## config.mk

```make
export PLATFORM = sky130hd
export DESIGN_NAME = sound_mix_sched
export DESIGN_NICKNAME = d
export VERILOG_FILES = /design/src/rtl/sound_mix_sched.sv
export SDC_FILE = /design/constraint.sdc
export NUM_CORES = 1
export LEC_CHECK = 0
export CAP_MARGIN = 20
export CORE_ASPECT_RATIO = 0.8
export CORE_MARGIN = 2
export CORE_UTILIZATION = 45
export DETAILED_ROUTE_END_ITERATION = 10
export PLACE_DENSITY = 0.62
export REMOVE_ABC_BUFFERS = 1
export SLEW_MARGIN = 30
export SYNTH_ARGS = -nofsm -noshare
export SYNTH_HDL_FRONTEND = slang
export SYNTH_SLANG_ARGS = --single-unit
```

## constraint.sdc

```tcl
create_clock -name CLK -period 10.6 [get_ports CLK]
set_input_delay 1.59 -clock CLK [delete_from_list [all_inputs] [get_ports CLK]]
set_output_delay 1.59 -clock CLK [all_outputs]
set_load 0.05 [all_outputs]
```

## src/rtl/sound_mix_sched.sv

```systemverilog
// Frame-synchronous stereo mixer/scheduler: one shared multiplier walks NUM_CH sources per LRCLK frame.
// Build option: define SOUND_MIX_VOL_RAMP_EN for click-free +/-1 per-frame volume ramping.
module sound_mix_sched #(
  parameter int NUM_CH = 4,
  parameter int IN_W   = 16,
  parameter int VOL_W  = 8,
  parameter int OUT_W  = 16
) (
  input  logic                      CLK,
  input  logic                      RESET_n,
  input  logic                      LRCLK,
  input  logic [NUM_CH*IN_W-1:0]    CH_IN,
  input  logic                      REG_VALID,
  output logic                      REG_READY,
  input  logic [$clog2(NUM_CH)-1:0] REG_ADDR,
  input  logic [2*VOL_W-1:0]        REG_WDATA,
  output logic signed [OUT_W-1:0]   OUT_L,
  output logic signed [OUT_W-1:0]   OUT_R,
  output logic                      OUT_STB,
  output logic                      BUSY,
  output logic [1:0]                SAT,
  output logic                      OVERRUN
);

  localparam int ADDR_W = $clog2(NUM_CH);
  localparam int PROD_W = IN_W + VOL_W + 1;
  localparam int ACC_W  = PROD_W + $clog2(NUM_CH);
  localparam logic [VOL_W-1:0] UNITY = VOL_W'(1 << (VOL_W - 1));

  typedef enum logic [1:0] {IDLE, MUL_L, MUL_R, DONE} state_t;

  typedef struct packed {
    logic             clip;
    logic [OUT_W-1:0] val;
  } sat_t;

  // Drop the gain fraction, clamp to the input range, then left-align into OUT_W.
  function automatic sat_t saturate(input logic signed [ACC_W-1:0] acc);
    logic signed [ACC_W-1:0] s;
    logic signed [IN_W-1:0]  v;
    sat_t                    r;
    s = acc >>> (VOL_W - 1);
    if ((&s[ACC_W-1:IN_W-1]) || !(|s[ACC_W-1:IN_W-1])) begin
      r.clip = 1'b0;
      v      = s[IN_W-1:0];
    end else begin
      r.clip = 1'b1;
      v      = s[ACC_W-1] ? {1'b1, {(IN_W-1){1'b0}}} : {1'b0, {(IN_W-1){1'b1}}};
    end
    r.val = OUT_W'(v) << (OUT_W - IN_W);
    return r;
  endfunction

  state_t                   state, state_nxt;
  logic [2:0]               lr_sync;
  logic                     frame;
  logic [ADDR_W-1:0]        k;
  logic signed [IN_W-1:0]   snap  [NUM_CH];
  logic [VOL_W-1:0]         vol_l [NUM_CH];
  logic [VOL_W-1:0]         vol_r [NUM_CH];
  logic [VOL_W-1:0]         eff_l [NUM_CH];
  logic [VOL_W-1:0]         eff_r [NUM_CH];
  logic signed [ACC_W-1:0]  acc_l, acc_r, acc_r_fin;
  logic [VOL_W-1:0]         mul_vol;
  logic signed [PROD_W-1:0] prod;
  logic                     last_ch, wr_fire, addr_ok;
  logic                     pend_valid;
  logic [ADDR_W-1:0]        pend_addr;
  logic [2*VOL_W-1:0]       pend_data;
  sat_t                     sat_l, sat_r;

  // Bits [1:0] synchronise LRCLK; bit 2 is the previous value for edge detect.
  always_ff @(posedge CLK or negedge RESET_n) begin
    if (!RESET_n) begin
      lr_sync <= '0;
      frame   <= 1'b0;
    end else begin
      // NOTE: sequential state always uses <= so every flop samples pre-edge values.
      lr_sync <= {lr_sync[1:0], LRCLK};
      frame   <= lr_sync[1] & ~lr_sync[2];
    end
  end

  always_ff @(posedge CLK or negedge RESET_n) begin
    if (!RESET_n) state <= IDLE;
    else          state <= state_nxt;
  end

  always_comb begin
    // NOTE: default assignment first so no path leaves state_nxt unassigned (no latch).
    state_nxt = state;
    case (state)
      IDLE:    if (frame) state_nxt = MUL_L;
      MUL_L:   state_nxt = MUL_R;
      MUL_R:   state_nxt = last_ch ? DONE : MUL_L;
      DONE:    state_nxt = IDLE;
      default: state_nxt = IDLE;
    endcase
  end

  always_comb begin
    BUSY      = (state != IDLE);
    REG_READY = !pend_valid;
  end

  assign last_ch   = (k == ADDR_W'(NUM_CH - 1));
  assign wr_fire   = REG_VALID && REG_READY;
  assign addr_ok   = ({1'b0, REG_ADDR} < (ADDR_W + 1)'(NUM_CH));
  assign mul_vol   = (state == MUL_R) ? eff_r[k] : eff_l[k];
  assign prod      = PROD_W'(snap[k]) * PROD_W'($signed({1'b0, mul_vol}));
  assign acc_r_fin = acc_r + ACC_W'(prod);
  assign sat_l     = saturate(acc_l);
  assign sat_r     = saturate(acc_r_fin);

  // The last MUL_R edge loads the outputs so they and OUT_STB are visible in DONE.
  always_ff @(posedge CLK or negedge RESET_n) begin
    if (!RESET_n) begin
      k       <= '0;
      acc_l   <= '0;
      acc_r   <= '0;
      OUT_L   <= '0;
      OUT_R   <= '0;
      SAT     <= '0;
      OUT_STB <= 1'b0;
      OVERRUN <= 1'b0;
      for (int i = 0; i < NUM_CH; i++) snap[i] <= '0;
    end else begin
      OUT_STB <= 1'b0;
      if (frame && state != IDLE) OVERRUN <= 1'b1;
      case (state)
        IDLE: if (frame) begin
          for (int i = 0; i < NUM_CH; i++) snap[i] <= CH_IN[i*IN_W +: IN_W];
          acc_l <= '0;
          acc_r <= '0;
          k     <= '0;
        end
        MUL_L: acc_l <= acc_l + ACC_W'(prod);
        MUL_R: begin
          acc_r <= acc_r_fin;
          if (last_ch) begin
            OUT_L   <= sat_l.val;
            OUT_R   <= sat_r.val;
            SAT     <= {sat_l.clip, sat_r.clip};
            OUT_STB <= 1'b1;
          end else begin
            k <= k + 1'b1;
          end
        end
        default: ;
      endcase
    end
  end

  // Writes land directly outside the multiply phase; during it they wait in one pending slot.
  always_ff @(posedge CLK or negedge RESET_n) begin
    if (!RESET_n) begin
      // NOTE: the volume file is plain flops, not RAM, so it can take a real reset value.
      for (int i = 0; i < NUM_CH; i++) begin
        vol_l[i] <= UNITY;
        vol_r[i] <= UNITY;
      end
      pend_valid <= 1'b0;
      pend_addr  <= '0;
      pend_data  <= '0;
    end else begin
      if (wr_fire && addr_ok && (state == IDLE || state == DONE)) begin
        vol_l[REG_ADDR] <= REG_WDATA[2*VOL_W-1:VOL_W];
        vol_r[REG_ADDR] <= REG_WDATA[VOL_W-1:0];
      end else if (state == DONE && pend_valid) begin
        vol_l[pend_addr] <= pend_data[2*VOL_W-1:VOL_W];
        vol_r[pend_addr] <= pend_data[VOL_W-1:0];
      end
      if (wr_fire && addr_ok && (state == MUL_L || state == MUL_R)) begin
        pend_valid <= 1'b1;
        pend_addr  <= REG_ADDR;
        pend_data  <= REG_WDATA;
      end else if (state == DONE) begin
        pend_valid <= 1'b0;
      end
    end
  end

`ifdef SOUND_MIX_VOL_RAMP_EN
  always_ff @(posedge CLK or negedge RESET_n) begin
    if (!RESET_n) begin
      for (int i = 0; i < NUM_CH; i++) begin
        eff_l[i] <= UNITY;
        eff_r[i] <= UNITY;
      end
    end else if (state == DONE) begin
      for (int i = 0; i < NUM_CH; i++) begin
        if (eff_l[i] < vol_l[i])      eff_l[i] <= eff_l[i] + 1'b1;
        else if (eff_l[i] > vol_l[i]) eff_l[i] <= eff_l[i] - 1'b1;
        if (eff_r[i] < vol_r[i])      eff_r[i] <= eff_r[i] + 1'b1;
        else if (eff_r[i] > vol_r[i]) eff_r[i] <= eff_r[i] - 1'b1;
      end
    end
  end
`else
  always_comb begin
    for (int i = 0; i < NUM_CH; i++) begin
      eff_l[i] = vol_l[i];
      eff_r[i] = vol_r[i];
    end
  end
`endif

endmodule

```

==> impl_metrics.sql <==
INSERT INTO impl_metrics (metric_group, metric, value, unit) VALUES
('worst_setup_path', 'critical_path.max_stage_delay', '0.73', 'ns'),
('finish', 'syn2layout_area_growth', '15.4', '%'),
('finish', 'final_common_cell', 'sky130_fd_sc_hd__dfrtp_1', ''),
('grt', 'number_of_global_route_vias_before_repair', '13795', ''),
('sta', 'grt_setup_unrepaired', 'false', ''),
('run', 'drv.max_cap_violation_count', '0', ''),
('synthesis', 'post_synth_mux_area_share', '9.81', '%'),
('worst_setup_path', 'critPathArrivalTime', '9.46', 'ns'),
('synthesis', 'ys.warnings.count', '0', ''),
('route', 'postRouteWirelength', '43900', 'microns'),
('status', 'outcome', 'finished clean', ''),
('clocking', 'cts-buffers-inserted', '27', ''),
('worst_setup_path', 'path_max_fanout', '27', ''),
('placed_design', 'dp_cells', '2447', ''),
('synthesis', 'largest_family_of_logic_cells_by_synthesized_area', 'adder cells', ''),
('synthesis', 'avgSynthCellArea', '9.69', 'sq um'),
('sta', 'tightest_slew', '0.911', 'ns'),
('die', 'fp.dieH', '183', 'microns'),
('die', 'rows', '65', ''),
('clocking', 'cts_htree_levels', '1', ''),
('grt', 'largest_net_degree_at_the_start_of_global_routing', '132', ''),
('clocking', 'tritoncts', 'done', ''),
('sta', 'final_hold_viol_count', '0', ''),
('synthesis', 'gate_count_after_technology_mapping', '1853', ''),
('synthesis', 'postSynthRegisterBits', '245', ''),
('route', 'route.antenna.remaining_nets', '0', ''),
('finish', 'finish.net_count', '2242', ''),
('synthesis', 'ys_async_sr_fraction', '100', '%'),
('synthesis', 'synth_sequential_area_ratio', '34.2', '%'),
('route', 'vias_per_cell', '5.53', ''),
('sta', 'finalSetupTns', '0', 'ns'),
('sta', 'final.min_clock_period', '9.06', 'ns'),
('finish', 'most_frequent_cells_in_the_layout', 'sky130_fd_sc_hd__dfrtp_1 (235), sky130_fd_sc_hd__inv_1 (181), sky130_fd_sc_hd__nand2_1 (167)', ''),
('synthesis', 'xor_xnor_cell_area_share_of_the_yosys_netlist', '3.25', '%'),
('sta', 'timing.clock.skew', '0.00901', 'ns'),
('sta', 'finalMaxSlewViolations', '0', ''),
('worst_setup_path', 'r2r_end', 'OUT_R[11]', ''),
('placed_design', 'place.gp.congestion', '0.864', ''),
('clocking', 'clock_insertion_delay_at_the_later_pin_of_the_skew_report', '0.55', 'ns'),
('worst_setup_path', 'timing.setup.critical_path_class', 'flip-flop to flip-flop', ''),
('synthesis', 'synth_top_flop_cell', 'sky130_fd_sc_hd__dfrtp_1', ''),
('route', 'm1WireLength', '21000', 'microns'),
('synthesis', 'netlist_area', '18000', 'sq um'),
('synthesis', 'post_synth_fa_ha_maj_area_fraction', '19.3', '%'),
('worst_setup_path', 'crit_top_cell', 'sky130_fd_sc_hd__fa_1', ''),
('synthesis', 'yosys.area.top_type_share', '33.0', '%'),
('route', 'firstDrtPassIters', '6', ''),
('clocking', 'clock_sink_count', '245', ''),
('worst_setup_path', 'worst_path_max_delay_cell', 'sky130_fd_sc_hd__dfrtp_2', ''),
('route', 'met2_wirelength', '18800', 'microns'),
('finish', 'multi_input_area', '10900', 'sq um'),
('route', 'dr_total_vias', '13814', ''),
('route', 'route.detailed.wl_per_inst', '17.6', 'microns'),
('sta', 'setup_viol', '0', ''),
('die', 'io-pin-count', '124', ''),
('die', 'initial_utilization', '45.6', '%'),
('worst_setup_path', 'crit_path_start', 'k[0]', ''),
('synthesis', 'ys_top_cells_by_area', 'sky130_fd_sc_hd__dfrtp_1 (33%), sky130_fd_sc_hd__fa_1 (12%), sky130_fd_sc_hd__ha_1 (7.7%)', ''),
('worst_setup_path', 'cp-start-kind', 'flip-flop', ''),
('worst_setup_path', 'crit-reg2reg-launch', 'k[0]', ''),
('clocking', 'cts_hold_buffers', '0', ''),
('die', 'fp.dieW', '227', 'microns'),
('die', 'dieArea', '41500', 'sq um'),
('clocking', 'clockRootBuffer', 'sky130_fd_sc_hd__clkbuf_16', ''),
('worst_setup_path', 'ff2ff_setup_slack', '1.54', 'ns'),
('clocking', 'post-cts-setup-buffers', '0', ''),
('worst_setup_path', 'reg2reg_depth', '30', ''),
('synthesis', 'synth_area_leader_cell', 'sky130_fd_sc_hd__dfrtp_1', ''),
('finish', 'finish.cell_count_without_fillers', '2499', ''),
('grt', 'globalRoute.totalOverflow', '0', ''),
('worst_setup_path', 'worst-endpoint-required', '11.00', 'ns');
-- through the flow --
stage	worst slack, ns	utilization [%]	cell area (sq um)	hold slack, ns
global placement	1.86	50.1	19700	0.337
finish	1.54	52.7	20700	0.348
floorplan	1.65	-	17600	0.331
global route	0.899	52.6	20700	0.358
detailed placement	1.49	50.2	19700	0.336
CTS	1.47	52.5	20700	0.351
-- routing by layer --
layer	global-route usage [%]	vias up
met5	0	-
met4	4.65	2
met3	4.14	54
met2	32.4	422
met1	32.3	6745
li1	-	6591
-- critical path, delay by kind of cell, from the launching register on --
family / cells / cell delay, ns
buffers and inverters: 4 / 0.66
flip-flops: 1 / 0.73
XOR/XNOR: 2 / 0.71
AO/OA/AOI/OAI: 10 / 2.71
AND/OR/NAND/NOR: 7 / 1.09
multiplexers: 1 / 0.39
adder cells (fa/ha/maj): 6 / 2.60
-- worst min path at each step --
| stage | startpoint | to | slack (ns) |
|---|---|---|---|
| global placement | lr_sync[0] | lr_sync[1] | 0.34 |
| global route | lr_sync[0] | lr_sync[1] | 0.36 |
| CTS | lr_sync[0] | lr_sync[1] | 0.35 |
| floorplan | lr_sync[0] | lr_sync[1] | 0.33 |
| detailed placement | lr_sync[0] | lr_sync[1] | 0.34 |
| finish | lr_sync[0] | lr_sync[1] | 0.35 |
-- final cells by class --
cell class                 instances  share of cell area [%]
inverter                         181                    3.28
clock inverter                     9                   0.736
sequential                       245                    29.7
timing repair buffer             144                    6.92
tap                              536                    3.24
multi-input combinational       1343                    52.4
clock buffer                      40                    3.74
antenna                            1                  0.0121
-- cell usage after synthesis, drive strengths merged (4+ instances only) --
cell type / instances
nand4: 5
o31ai: 7
a22o: 6
o22ai: 16
a21boi: 4
ha: 110
and3: 13
xnor2: 36
dfrtp: 237
xor2: 28
a21o: 32
nand3: 125
and2: 18
o21a: 18
o21bai: 9
inv: 181
mux2i: 13
nor3: 10
nor2b: 32
o21ai: 101
a221o: 7
or3: 6
dfstp: 8
nand2: 168
mux2: 97
mux4: 24
buf: 7
a31oi: 64
nor2: 148
nand2b: 13
clkbuf: 77
fa: 104
a211oi: 7
a21oi: 75
-- sequential cells by signal (all words and copies together) (netlist names) --
signal	count
snap	64
k	2
eff_r	32
acc_l	27
pend_addr	2
OUT_STB	1
eff_l	32
pend_valid	1
lr_sync	3
OUT_L	16
state	2
frame	1
OVERRUN	1
pend_data	16
OUT_R	16
acc_r	27
SAT	2
-- cells by family (layout without fill, tap and decap cells) --
family	after synthesis	count (layout)
fa+ha+maj	214	214
compound gates	377	377
flops	245	245
other cells	0	1
mux	134	134
simple gates	553	553
xor+xnor	65	65
buf+inv	265	374
Power is left out: the tool's default activity adds up to more than one toggle a clock period on the data nets, which glitch-free logic cannot reach.
